## config.mk

```make
export PLATFORM = sky130hd
export DESIGN_NAME = cache_line_ctrl
export DESIGN_NICKNAME = d
export VERILOG_FILES = /design/src/rtl/cache_pkg.sv /design/src/rtl/line_buffer.sv /design/src/rtl/cache_line_ctrl.sv
export SDC_FILE = /design/constraint.sdc
export NUM_CORES = 1
export LEC_CHECK = 0
export CELL_PAD_IN_SITES_DETAIL_PLACEMENT = 2
export CELL_PAD_IN_SITES_GLOBAL_PLACEMENT = 2
export CORE_MARGIN = 5
export CORE_UTILIZATION = 18
export CTS_CLUSTER_DIAMETER = 50
export CTS_CLUSTER_SIZE = 28
export DETAILED_ROUTE_END_ITERATION = 16
export GPL_ROUTABILITY_DRIVEN = 0
export HOLD_SLACK_MARGIN = 0.08
export PLACE_DENSITY_LB_ADDON = 0.1
export SLEW_MARGIN = 15
export SYNTH_ARGS = -nofsm -noshare
export SYNTH_HDL_FRONTEND = slang
export SYNTH_SLANG_ARGS = --single-unit
```

## constraint.sdc

```tcl
create_clock -name clk -period 2.15 [get_ports clk]
set_input_delay 0.3225 -clock clk [delete_from_list [all_inputs] [get_ports clk]]
set_output_delay 0.3225 -clock clk [all_outputs]
set_load 0.01 [all_outputs]
```

## src/rtl/cache_pkg.sv

```systemverilog
// Shared definitions for the cache line controller: FSM encoding,
// write-policy codes and a constant log2 helper for derived widths.
package cache_pkg;

    typedef enum logic [1:0] {
        IDLE    = 2'd0,
        WRITE   = 2'd1,
        FILL    = 2'd2,
        LINE_WB = 2'd3
    } state_t;

    // Write-through, no-allocate: drop the line on a store.
    localparam int WP_INVALIDATE = 0;
    // Write-through, no-allocate: patch the hit word in place.
    localparam int WP_UPDATE     = 1;

    // Ceiling log2 for elaboration-time widths (values are powers of two here).
    function automatic int log2(input int v);
        int r;
        r = 0;
        for (int i = 0; i < 31; i++) begin
            if ((1 << i) < v) r = i + 1;
        end
        return r;
    endfunction

endpackage

```

## src/rtl/line_buffer.sv

```systemverilog
// Line assembly buffer: one register per word, written one word at a
// time during a fill, read out in parallel as the full cache line.
module line_buffer
    import cache_pkg::*;
#(
    parameter int DATA_W = 32,
    parameter int WORDS  = 2,
    parameter int IDX_W  = 1
) (
    input  logic                          clk,
    input  logic                          rst,
    input  logic                          wr_en,
    input  logic [IDX_W-1:0]              wr_idx,
    input  logic [DATA_W-1:0]             wr_data,
    output logic [WORDS-1:0][DATA_W-1:0]  line
);

    // Capture the returned SRAM word into its slot; clear on reset.
    always_ff @(posedge clk or negedge rst) begin
        if (!rst) begin
            line <= '0;
        end else if (wr_en) begin
            line[wr_idx] <= wr_data;
        end
    end

endmodule

```

## src/rtl/cache_line_ctrl.sv

```systemverilog
// Cache line controller between the MEM stage, the data cache and the
// SRAM controller: 0-cycle read hits, in-order multi-word line fills on
// a read miss, and write-through stores with a selectable cache policy.
module cache_line_ctrl
    import cache_pkg::*;
#(
    parameter int ADDR_W         = 32,
    parameter int DATA_W         = 32,
    parameter int WORDS_PER_LINE = 2,
    parameter int CACHE_ADDR_W   = 18,
    parameter int WRITE_POLICY   = 0
) (
    input  logic                               clk,
    input  logic                               rst,
    input  logic [ADDR_W-1:0]                  address,
    input  logic [DATA_W-1:0]                  writeData,
    input  logic                               MEM_R_EN,
    input  logic                               MEM_W_EN,
    output logic                               ready,
    output logic [DATA_W-1:0]                  readData,
    input  logic [DATA_W-1:0]                  sram_readData,
    input  logic                               sram_ready,
    output logic [ADDR_W-1:0]                  sram_address,
    output logic [DATA_W-1:0]                  sram_writeData,
    output logic                               SRAM_readEn,
    output logic                               SRAM_writeEn,
    input  logic                               isHit,
    input  logic [DATA_W-1:0]                  cache_readData,
    output logic                               cache_writeEn,
    output logic [DATA_W*WORDS_PER_LINE-1:0]   cache_writeData,
    output logic                               cache_updateEn,
    output logic [CACHE_ADDR_W-1:0]            cache_address,
    output logic                               LRU_update,
    output logic                               invalidate
);

    localparam int BOFF_W = log2(DATA_W / 8);
    localparam int OFF_W  = log2(WORDS_PER_LINE);
    localparam logic [OFF_W-1:0] LAST_WORD = OFF_W'(WORDS_PER_LINE - 1);

    state_t                                  state, next_state;
    logic [OFF_W-1:0]                        word_cnt, cnt_next;
    logic                                    buf_we;
    logic [WORDS_PER_LINE-1:0][DATA_W-1:0]   line_q;
    logic [OFF_W-1:0]                        word_off;
    logic [ADDR_W-1:0]                       word_addr;
    logic [ADDR_W-1:0]                       fill_addr;

    assign word_off        = address[OFF_W+BOFF_W-1:BOFF_W];
    assign word_addr       = {address[ADDR_W-1:BOFF_W], {BOFF_W{1'b0}}};
    assign fill_addr       = {address[ADDR_W-1:OFF_W+BOFF_W], word_cnt, {BOFF_W{1'b0}}};
    assign cache_address   = address[CACHE_ADDR_W+BOFF_W-1:BOFF_W];
    assign cache_writeData = line_q;

    line_buffer #(
        .DATA_W (DATA_W),
        .WORDS  (WORDS_PER_LINE),
        .IDX_W  (OFF_W)
    ) u_line_buffer (
        .clk     (clk),
        .rst     (rst),
        .wr_en   (buf_we),
        .wr_idx  (word_cnt),
        .wr_data (sram_readData),
        .line    (line_q)
    );

    // State and fill word counter registers.
    always_ff @(posedge clk or negedge rst) begin
        if (!rst) begin
            state    <= IDLE;
            word_cnt <= '0;
        end else begin
            state    <= next_state;
            word_cnt <= cnt_next;
        end
    end

    // Next-state decode and all outputs; stores take priority over loads.
    always_comb begin
        next_state     = state;
        cnt_next       = word_cnt;
        buf_we         = 1'b0;
        ready          = 1'b0;
        readData       = '0;
        LRU_update     = 1'b0;
        invalidate     = 1'b0;
        cache_updateEn = 1'b0;
        cache_writeEn  = 1'b0;
        SRAM_readEn    = 1'b0;
        SRAM_writeEn   = 1'b0;
        sram_address   = address;
        sram_writeData = '0;

        case (state)
            IDLE: begin
                if (MEM_W_EN) begin
                    next_state = WRITE;
                    if (WRITE_POLICY == WP_UPDATE) begin
                        if (isHit) begin
                            cache_updateEn = 1'b1;
                            LRU_update     = 1'b1;
                        end
                    end else begin
                        invalidate = 1'b1;
                    end
                end else if (MEM_R_EN) begin
                    if (isHit) begin
                        ready      = 1'b1;
                        readData   = cache_readData;
                        LRU_update = 1'b1;
                    end else begin
                        next_state = FILL;
                        cnt_next   = '0;
                    end
                end else begin
                    ready = 1'b1;
                end
            end

            WRITE: begin
                SRAM_writeEn   = 1'b1;
                sram_address   = word_addr;
                sram_writeData = writeData;
                if (sram_ready) begin
                    ready      = 1'b1;
                    next_state = IDLE;
                end
            end

            FILL: begin
                SRAM_readEn  = 1'b1;
                sram_address = fill_addr;
                if (sram_ready) begin
                    buf_we = 1'b1;
                    if (word_cnt == LAST_WORD) begin
                        cnt_next   = '0;
                        next_state = LINE_WB;
                    end else begin
                        cnt_next = word_cnt + OFF_W'(1);
                    end
                end
            end

            LINE_WB: begin
                cache_writeEn = 1'b1;
                ready         = 1'b1;
                readData      = line_q[word_off];
                next_state    = IDLE;
            end

            default: next_state = IDLE;
        endcase
    end

endmodule

```

Word-level counts from Yosys, hierarchy flattened
Cells that the tools add are included.
W data, S select, Z words.
{"block": "op_classes", "addsub": 1, "order_cmp": 3, "eq_ne": 11, "mux": 38, "n_reduce_logical": 5}
{"op": "$mux W32", "count": 7}
{"op": "$bwmux W64", "count": 1}
{"op": "$pmux W32 S2", "count": 1}
{"op": "$demux W32 S1", "count": 1}
{"op": "$mux W1", "count": 18}
{"op": "$mux W2", "count": 6}
{"op": "$ne A2 B2 Y1 const B", "count": 6}
{"op": "$reduce_and A5 Y1", "count": 2}
{"op": "$pmux W2 S4", "count": 1}
{"op": "$ne A3 B3 Y1 const B", "count": 2}
{"op": "$pmux W3 S2", "count": 1}
{"op": "$eq A2 B2 Y1 const B", "count": 2}
{"op": "$lt A1 B2 Y1 const B", "count": 2}
{"op": "$pmux W1 S3", "count": 1}
{"op": "$eq A2 B1 Y1 const B", "count": 1}
{"op": "$logic_not A2 Y1", "count": 1}
{"op": "$pmux W1 S2", "count": 1}
{"op": "$reduce_bool A2 Y1", "count": 1}
{"op": "$add A1 B1 Y1 const B", "count": 1}
{"op": "$ge A1 B1 Y1 const B", "count": 1}
{"op": "$logic_and A1 B1 Y1", "count": 1}
{"block": "totals", "ff_bits": 67, "inputBits": 134}

Depth between registers and ports, before layout
Gate-level depths: netlist of the first run.
{"block": "depth", "word_depth": 5, "ltp_mapped": 7, "mapped_depth_nobuf": 5}

Cells and area by module
A second synthesis of the first run with hierarchy kept.
{"block": "unflattened", "hier_cells": 374, "area_unflattened_um2": 4414.2}
{"mod": "line_buffer", "instances": 1, "cells_per_inst": 137, "area_per_inst_um2": 2531.2}
{"mod": "cache_line_ctrl", "instances": 1, "cells_per_inst": 237, "area_per_inst_um2": 1883.1}

Worst setup path before layout of the first run
OpenSTA, ideal clock, no wires.
{"block": "synth_timing", "kind": "reg2out", "from": "register state[0]", "to": "output readData[11]", "arrival_ns": 1.528, "required_ns": 1.827, "setup_slack_ns": 0.300, "path_stages_with_launch": 8, "n_path_buf": 2, "path_cell_list": "dfrtp_1 -> inv_1 -> ha_1 -> and4b_1 -> buf_2 -> buf_2 -> a22oi_1 -> nor2_1"}
{"block": "synth_via", "elab_chain_cells": 2, "elab_cells_between_ends": 3, "cone_classes": "eq/ne (1); mux (1); reduce/logical (1)"}
{"element": "start, declared", "line_no": "cache_line_ctrl.sv:41", "source": "state_t state, next_state;"}
{"element": "start signal, assigned", "line_no": "cache_line_ctrl.sv:74", "source": "state <= next_state;"}
{"element": "$eq A2 B2 Y1 or $logic_not A2 Y1 (tied branches)", "line_no": "cache_line_ctrl.sv:95", "source": "case (state)"}
{"element": "$pmux W32 S2 *", "line_no": "cache_line_ctrl.sv:95"}
{"element": "end, declared", "line_no": "cache_line_ctrl.sv:20", "source": "output logic [DATA_W-1:0] readData,"}
Mark *: on every way between the ends. The rest lies on a longest branch, timed or not.

Final worst setup path of the first run
{"block": "layout_timing", "from": "register state[0]", "to": "output readData[18]"}
Same word-level chain as after synthesis.

==> results of run 1 <==
[kinds of logic (layout without fill, tap and decap cells)]
family                   count (synthesis)  after routing
AO/OA/AOI/OAI                           40             40
adder cells (fa/ha/maj)                  6              6
buffers and inverters                   76            303
flip-flops                              67             67
multiplexers                            97             97
other                                    1              1
AND/OR/NAND/NOR                         84             84
[cell type report]
| class | count | area share [%] |
|---|---|---|
| Clock buffer | 11 | 3.28 |
| Clock inverter | 5 | 0.758 |
| Inverter | 2 | 0.106 |
| Multi-Input combinational cell | 228 | 29.1 |
| Sequential cell | 67 | 23.6 |
| Tap cell | 285 | 5.03 |
| Timing Repair Buffer | 285 | 38.1 |
[layer usage]
layer  global-route usage, %  vias to the layer above  part of all wire (%)
li1                        -                     1686                     -
met1                    15.9                     1846                    40
met2                    25.9                      180                    50
met3                    5.51                       28                   8.4
met4                    3.76                        0                   1.8
met5                       0                        -                     0
[state kept, by name, indices dropped and copies added, names as in the netlist]
name and flops:
u_line_buffer.line 64, word_cnt 1, state 2
[placed cells by master, fill, tap and decap left out, types with 14 or more instances in the layout]
cell             count
buf_4               23
clkbuf_2            18
mux2_2              97
dlygate4sd2_1       22
clkdlybuf4s50_1    168
dfrtp_1             67
a22oi_2             18
and2_1              33
a22oi_1             14
nor2_1              34
buf_2               31
[stage by stage]
stage / instances / area [um^2] / hold slack [ns] / total power, mW / util, %
after detailed placement: 851 / 6720 / 0.295 / 8.26 / 29.8
after global routing: 883 / 7100 / 0.499 / 10.3 / 31.4
final: 883 / 7100 / 0.461 / 9.58 / 31.4
after floorplan: 371 / 4110 / 0.0269 / 4.86 / -
after global placement: 851 / 6720 / 0.284 / 8.14 / 29.8
after CTS: 881 / 7150 / 0.459 / 9.83 / 31.7
[where the power goes]
part / switching, mW / leakage [nW] / total [mW] / internal (mW)
clock: 0.547 / 0.143 / 1.44 / 0.894
combinational: 2.52 / 2.13 / 5.72 / 3.20
sequential: 0.513 / 0.807 / 2.42 / 1.91
[worst min path at each step]
stage               start                            endpoint  slack, ns
floorplan             rst                state[0]$_DFFE_PN0P_       0.03
global placement      rst  u_line_buffer.line[61]$_DFFE_PN0P_       0.28
detailed placement    rst  u_line_buffer.line[61]$_DFFE_PN0P_       0.30
CTS                   rst  u_line_buffer.line[61]$_DFFE_PN0P_       0.46
global route          rst  u_line_buffer.line[29]$_DFFE_PN0P_       0.50
finish                rst  u_line_buffer.line[61]$_DFFE_PN0P_       0.46
[repair_timing]
action                     in CTS  in global routing
hold buffers                    1                  0
gates resized for setup       199                 38
buffers inserted                9                  4
hold endpoints to repair       30                  0
cloned                          4                  0
pin swaps                      18                 11
setup endpoints to repair      72                 49
==> impl_metrics.json, run 1 <==
{
  "outcome": "finished with violations",
  "violations": "negative setup slack",
  "required_ns": 1.83,
  "dr_total_vias": 3740,
  "pre_cts_ws_ns": -0.271,
  "grt_pass1_vias": 4423,
  "multi_input_area_mm2": 0.00206,
  "slew_violations": 0,
  "layout-drive-gt1-share_pct": 38.5,
  "synthesis.nets": 511,
  "drt_iter0_drc": 82,
  "clk_path_buf_depth": 2,
  "synthXorXnorAreaFrac_pct": 0,
  "cts_root_buf": "clkbuf_16",
  "async_flop_share_pct": 100,
  "synth_fa_ha_area_share_pct": 1.83,
  "cts_buffers": 9,
  "dieArea_mm2": 0.0259,
  "h-tree-depth": 3,
  "std_cell_rows": 55,
  "ys_warn_count": 0,
  "antenna_cells": 0,
  "syn_avg_cell_area_um2": 11.1,
  "setup_viol": 22,
  "synthMuxAreaShare_pct": 26.6,
  "grt_antenna_before_repair": 0,
  "synth_top_family_by_area": "multiplexers",
  "r2r_slack_ns": 0.18,
  "ys_top_cells_by_area": "dfrtp_1, mux2_2, buf_4, a22oi_1, and2_1",
  "setup_ws_ns": -0.115,
  "clock_latency_ns": 0.33,
  "reg2reg_depth": 7,
  "wl_per_cell_um": 21.3,
  "synth.most_common_cell": "mux2_2",
  "die_w_um": 161,
  "synth_area_leader_cell": "dfrtp_1",
  "max_freq_mhz": 441,
  "tritoncts": "yes",
  "power_density_mw_per_mm2": 1350,
  "worstPathArrival_ns": 1.94,
  "grt_overflow": 0,
  "r2r_start": "state[1]$_DFFE_PN0P_",
  "seqCellArea_mm2": 0.00168,
  "cp_slowest_cell": "dfrtp_1",
  "areaGrowthSynthToFinish_pct": 72.7,
  "cp-endpoint": "readData[18]",
  "post-route-drc-count": 0,
  "timing.setup.critical_path_class": "reg2out",
  "synthFlopType": "dfrtp_1",
  "drv_cap": 0,
  "clock_sinks": 67,
  "cp.depth": 9,
  "critPathLaunch": "state[0]$_DFFE_PN0P_",
  "crit_buf_inv": 5,
  "path_cells": "inv_2 -> ha_4 -> and4b_4 -> buf_8 -> buf_12 -> buf_4 -> a22oi_2 -> nor2_1 -> buf_2",
  "finalHoldViolCount": 0,
  "grt_max_degree": 38,
  "wl_um": 18800,
  "clk_pin_slew_worst_paths_ns": 0.06,
  "synth_common_cells": "mux2_2, dfrtp_1, buf_4, nor2_1, and2_1",
  "fin_crit_sh_pct": 105,
  "synthSimpleGateAreaFrac_pct": 10.9,
  "rsz0062_at_grt": "yes",
  "timing.rr.end": "state[0]$_DFFE_PN0P_",
  "worst_setup_path_start_kind": "flop",
  "skew_ns": 0.00760,
  "via_per_inst": 4.24,
  "ys_seq_area_share_pct": 40.8,
  "dpl.hpwl_um": 14000,
  "fillCellCount": 2425,
  "synth_top_area_share_pct": 40.8,
  "hold_class": "in2async",
  "cp-end-kind": "output pin",
  "slowest_delay_ns": 0.39,
  "fin_nets": 733,
  "synth.cell_area_mm2": 0.00411,
  "critical_path.top_delay_family": "buffers and inverters",
  "portBuffers": 242,
  "synth.distinct_cells": 28,
  "synth_edf_count": 0,
  "crit_fanout": 6,
  "period_needed_ns": 2.27,
  "max-vdd-ir-drop_v": 0.000461,
  "final.setup.tns_ns": -0.941,
  "synth-seq-cells": 67,
  "initial_core_util_pct": 18.2,
  "syn_inst": 371,
  "firstDrtPassIters": 4,
  "grt.total_usage_pct": 14.4,
  "die_h_um": 161,
  "synth_compound_area_share_pct": 7.52,
  "power.leakage_nw": 3.08,
  "grt_pass1_wl_um": 28600,
  "core_region_area_mm2": 0.0226,
  "io-pin-count": 319,
  "antenna_left": 0
}
Power figures use the tool's default switching activity.
==> inputs of run 2 (changes only) <==
--- a/config.mk
+++ b/config.mk
@@ -12,8 +12,6 @@
 export CTS_CLUSTER_DIAMETER = 50
 export CTS_CLUSTER_SIZE = 28
 export DETAILED_ROUTE_END_ITERATION = 16
-export GPL_ROUTABILITY_DRIVEN = 0
-export HOLD_SLACK_MARGIN = 0.08
 export PLACE_DENSITY_LB_ADDON = 0.1
 export SLEW_MARGIN = 15
 export SYNTH_ARGS = -nofsm -noshare
==> results of run 2 <==
The final DEF is identical to that of run 1; final timing and power are the same.
==> RTL edit 1, RTL diff (flow settings as in run 2) <==
Re-encode `state_t` (4 states) as one-hot, 4 bits wide.
--- a/src/rtl/cache_pkg.sv
+++ b/src/rtl/cache_pkg.sv
@@ -3,9 +3,9 @@
 package cache_pkg;
 
-    typedef enum logic [1:0] {
-        IDLE    = 2'd0,
-        WRITE   = 2'd1,
-        FILL    = 2'd2,
-        LINE_WB = 2'd3
+    typedef enum logic [3:0] {
+        IDLE    = 4'b0001,
+        WRITE   = 4'b0010,
+        FILL    = 4'b0100,
+        LINE_WB = 4'b1000
     } state_t;
 
Function: no difference found for any inputs over 4 cycles, from zero or initial values and one cycle with rst low; so few cycles prove little.
==> RTL edit 1 against run 2 <==
- the run still ends with negative setup slack left
- register-to-register slack got worse by 0.08 ns
- largest power group unchanged
- hold slack improved by 0.021 ns
- count of clock-buffer cells in the layout decreased by 2
- final area increased by 3.7%
- synthesized area decreased by 4.1%
- routed wire length decreased by 3.8%
- sequential cell count increased by 2
- power decreased by 26%
- worst setup slack got worse by 0.059 ns
==> RTL edit 1: results (changes against run 2) <==
status=complete, but fails checks; failing checks=negative setup slack; initial antenna violation count=2 (+2); Worst Path Max Fanout=7 (+1); vias per inst=4.242 (+0.15%); met2 WL=9334 um (-1.3%); WL met1=6798 um (-9.1%); share of post-route cells with drive strength above 1=0.4703 (+0.08566); total power=7.112 mW (-26%); M2 GR Usage=0.2432 (-0.01600); Top FF cell, synth=dfrtp_1; Final #Nets=701 (-4.4%); Post-Syn Area per Cell=12.04 sq um (+8.8%); post-synthesis cell type count=30 (+7.1%); Max clock buf depth=2 (unchanged); vias in the first global route=4122 (-6.8%); DP HPWL=12850 um (-8.3%); Pleak=3.327 nW (+8.0%); FF-to-FF path depth=6 (-1); first-pass GRT wire length=25670 um (-10%); vias=3614 (-3.4%); Worst Hold Class=in2async; met1 Use GR=0.1523 (-0.006472); met3 Usage GRT=0.05604 (+0.0009255); final setup skew=0.009921 ns (+0.002324 ns); post-cts gate resize count=309 (+55%); Reg2Reg Capture Point=u_line_buffer.line[59]; CP max-delay cell=or4b_4; GP Congestion=0.7899 (+2.5%); largest net degree at the start of global routing=37 (-2.6%); Layout fillers=2264 (-6.6%); CP peak stage delay=0.60 ns (+0.21 ns); setup TNS=-7.117 ns (-6.176 ns); CP arrival=2.00 ns (+0.06 ns); critical path's top delay family=simple AND/OR/NAND/NOR gates; fraction of registers with async set/reset=1.000 (unchanged); metal3 WL=1614 um (+2.2%); R2R Setup Slk=0.10 ns (-0.08 ns); WL/cell=21.28 um (-0.28%); ranking of synthesized cells by area=dfrtp_1 43%, mux2_2 19%, buf_4 9.7%; crit path to=readData[21]; clock network power share=0.194 (+0.044); post-synth net total=461 (-9.8%); post-CTS setup buffer count=17 (+8); CP Launch Point=state[2]; sequential share of power=0.310 (+0.057); initial drt markers=47 (-43%); Total GRT Usage=0.1376 (-0.006170); post-placement cell count=807 (-5.2%); highest routed layer=met5; sequential fraction of the synthesis area=0.4388 (+0.03067); drt first pass iters=2 (-2); most common library cells after synthesis=68 x dfrtp_1, 65 x mux2_2, 51 x buf_4; Int Pwr=4.733 mW (-21%); worst setup margin=-0.1742 ns (-0.05894 ns); Max IR drop VDD=0.3758 mV (-18%); # setup viols final=65 (+200%); Top Registers=u_line_buffer.line: 64 flops, state: 4 flops, word_cnt: 1 flops; Yosys warning count=0 (unchanged)
## RTL edit 1: cell types whose count changed in the layout (fill, tap and decap cells not counted), moves of 22 or more
| cell | run 2 | this run |
|---|---|---|
| buf_6 | 6 | 43 |
| dlygate4sd2_1 | 22 | 0 |
| mux2_2 | 97 | 64 |
| mux2i_1 | 0 | 32 |
| nor2_1 | 34 | 0 |
| o2bb2ai_2 | 0 | 25 |
## RTL edit 1: final cells by class
type	count	area, sq um	share of cell area
well taps	280	350.3	0.04762
multi-input cells	185	2057	0.2796
repair buffers	299	2935	0.3990
flip-flops and latches	69	1728	0.2349
clock buffers	9	225.2	0.03061
clock inverters	7	50.05	0.006803
inverters	3	11.26	0.001531
## RTL edit 1: metrics by stage
| step | cell area, sq um | hold slack (ns) | setup slack [ns] |
|---|---|---|---|
| finish | 7357 | 0.4817 | -0.1742 |
| global route | 7357 | 0.5061 | -0.2813 |
| CTS | 7063 | 0.4918 | -0.2482 |
| detailed placement | 6558 | 0.3138 | -0.3163 |
| global placement | 6558 | 0.3079 | -0.3170 |
| floorplan | 3938 | 0.02691 | 0.1457 |
## RTL edit 1: kinds of logic (layout without fill, tap and decap cells)
family | Yosys count | after routing | share of synthesized area
AOI/OAI and AO/OA | 39 | 39 | 0.08611
xor gates and xnor gates | 1 | 1 | 0.002225
buffers and inverters | 73 | 318 | 0.1204
DFF | 69 | 69 | 0.4388
muxes | 97 | 97 | 0.2672
other | 1 | 1 | 0.0009524
and+or+nand+nor | 47 | 47 | 0.08421
## RTL edit 1: how the worst min path moves through the flow
stage	from	cells after the start	to
final	rst	2	u_line_buffer.line[33]
after floorplan	rst	0	state[1]
after detailed placement	rst	1	u_line_buffer.line[33]
after global routing	rst	2	u_line_buffer.line[33]
after global placement	rst	1	u_line_buffer.line[33]
after CTS	rst	2	u_line_buffer.line[33]
==> RTL edit 2, RTL diff (settings of run 2) <==
Without the edit above. `WORDS_PER_LINE`: 2 -> 4.
--- a/src/rtl/cache_line_ctrl.sv
+++ b/src/rtl/cache_line_ctrl.sv
@@ -7,5 +7,5 @@
     parameter int ADDR_W         = 32,
     parameter int DATA_W         = 32,
-    parameter int WORDS_PER_LINE = 2,
+    parameter int WORDS_PER_LINE = 4,
     parameter int CACHE_ADDR_W   = 18,
     parameter int WRITE_POLICY   = 0
Ports: changed (resized cache_writeData); port bits go from 319 to 383. The function was not compared with the original's and may differ.
==> RTL edit 2 against run 2 <==
- synthesized area is 83% higher
- routed wire length is 70% higher
- final area is 71% higher
- count of clock-buffer cells in the layout is 8 higher
- worst setup slack worse by 0.38 ns
- non-clock buffer count is 89 higher
- sequential cell count is 65 higher
- synthesized cell count is 49% higher
- power is 58% higher
- the run still ends with negative setup slack left
- register-to-register slack worse by 0.06 ns
==> RTL edit 2: results (changes against run 2) <==
status=complete, but fails checks; failing checks=negative setup slack; worst setup margin=-0.4947 ns (-0.3795 ns); clock network share of area=0.05103 (+0.01065); # setup viols final=32 (+45%); WL/cell=22.62 um (+6.0%); crit path to=readData[1]; DP HPWL=23200 um (+66%); Register Area=0.003303 sq mm (+97%); vias in the first global route=6796 (+54%); Layout fillers=4465 (+84%); Seq Cell Count=132 (+97%); Total GRT Usage=0.1375 (-0.006280); sequential fraction of the synthesis area=0.4390 (+0.03081); Top Registers=u_line_buffer.line: 128 flops, state: 2 flops, word_cnt: 2 flops; count of plain and timing-repair buffers=374 (+31%); Reg2Reg Capture Point=u_line_buffer.line[46]; NonClk Buf Share=0.3015 (-0.07952); clkbuf count=19 (+8); post-synthesis cell type count=30 (+7.1%); CP max-delay cell=or3b_4; Cells after Synth=552 (+49%); largest net degree at the start of global routing=49 (+29%); setup TNS=-14.38 ns (-13.44 ns); M2 GR Usage=0.2403 (-0.01892); Pleak=6.016 nW (+95%); Final #Nets=1008 (+38%); Max IR drop VDD=0.3309 mV (-28%); CP peak stage delay=0.49 ns (+0.10 ns); CP Launch Point=state[1]; Worst Path Max Fanout=5 (-1); met2 WL=16230 um (+72%); pre-CTS setup slack=-0.5261 ns (-0.2548 ns); final setup skew=0.01202 ns (+0.004427 ns); FF-to-FF path depth=8 (+1); met1 Use GR=0.1691 (+0.01037); first-pass GRT wire length=48050 um (+68%); GP Congestion=0.7457 (-3.2%); WL met1=13810 um (+85%)
## RTL edit 2: changes by cell type in the layout (fill, tap and decap cells not counted), sizes merged, moves of 16 or more
cell / delta
mux2: +31
buf: +59
o22ai: +33
a21o: +33
clkdlybuf4s50: +65
dfrtp: +65
mux2i: +64
dlygate4sd2: -16
a22oi: -32
nor2: -32
## RTL edit 2: metrics by stage
stage / utilization / hold WS, ns / cell area [sq um]
final: 0.2919 / 0.3786 / 12160
after global routing: 0.2919 / 0.4108 / 12160
after CTS: 0.2887 / 0.3818 / 12030
after detailed placement: 0.2669 / 0.2812 / 11120
after global placement: 0.2669 / 0.2680 / 11120
after floorplan: - / 0.02691 / 7525
## RTL edit 2: cell families after synthesis
logic type	synth area share
fa+ha+maj	0.01663
flops	0.4390
simple gates	0.04789
mux	0.3365
other cells	0.0004984
compound gates	0.07333
buf+inv	0.08613
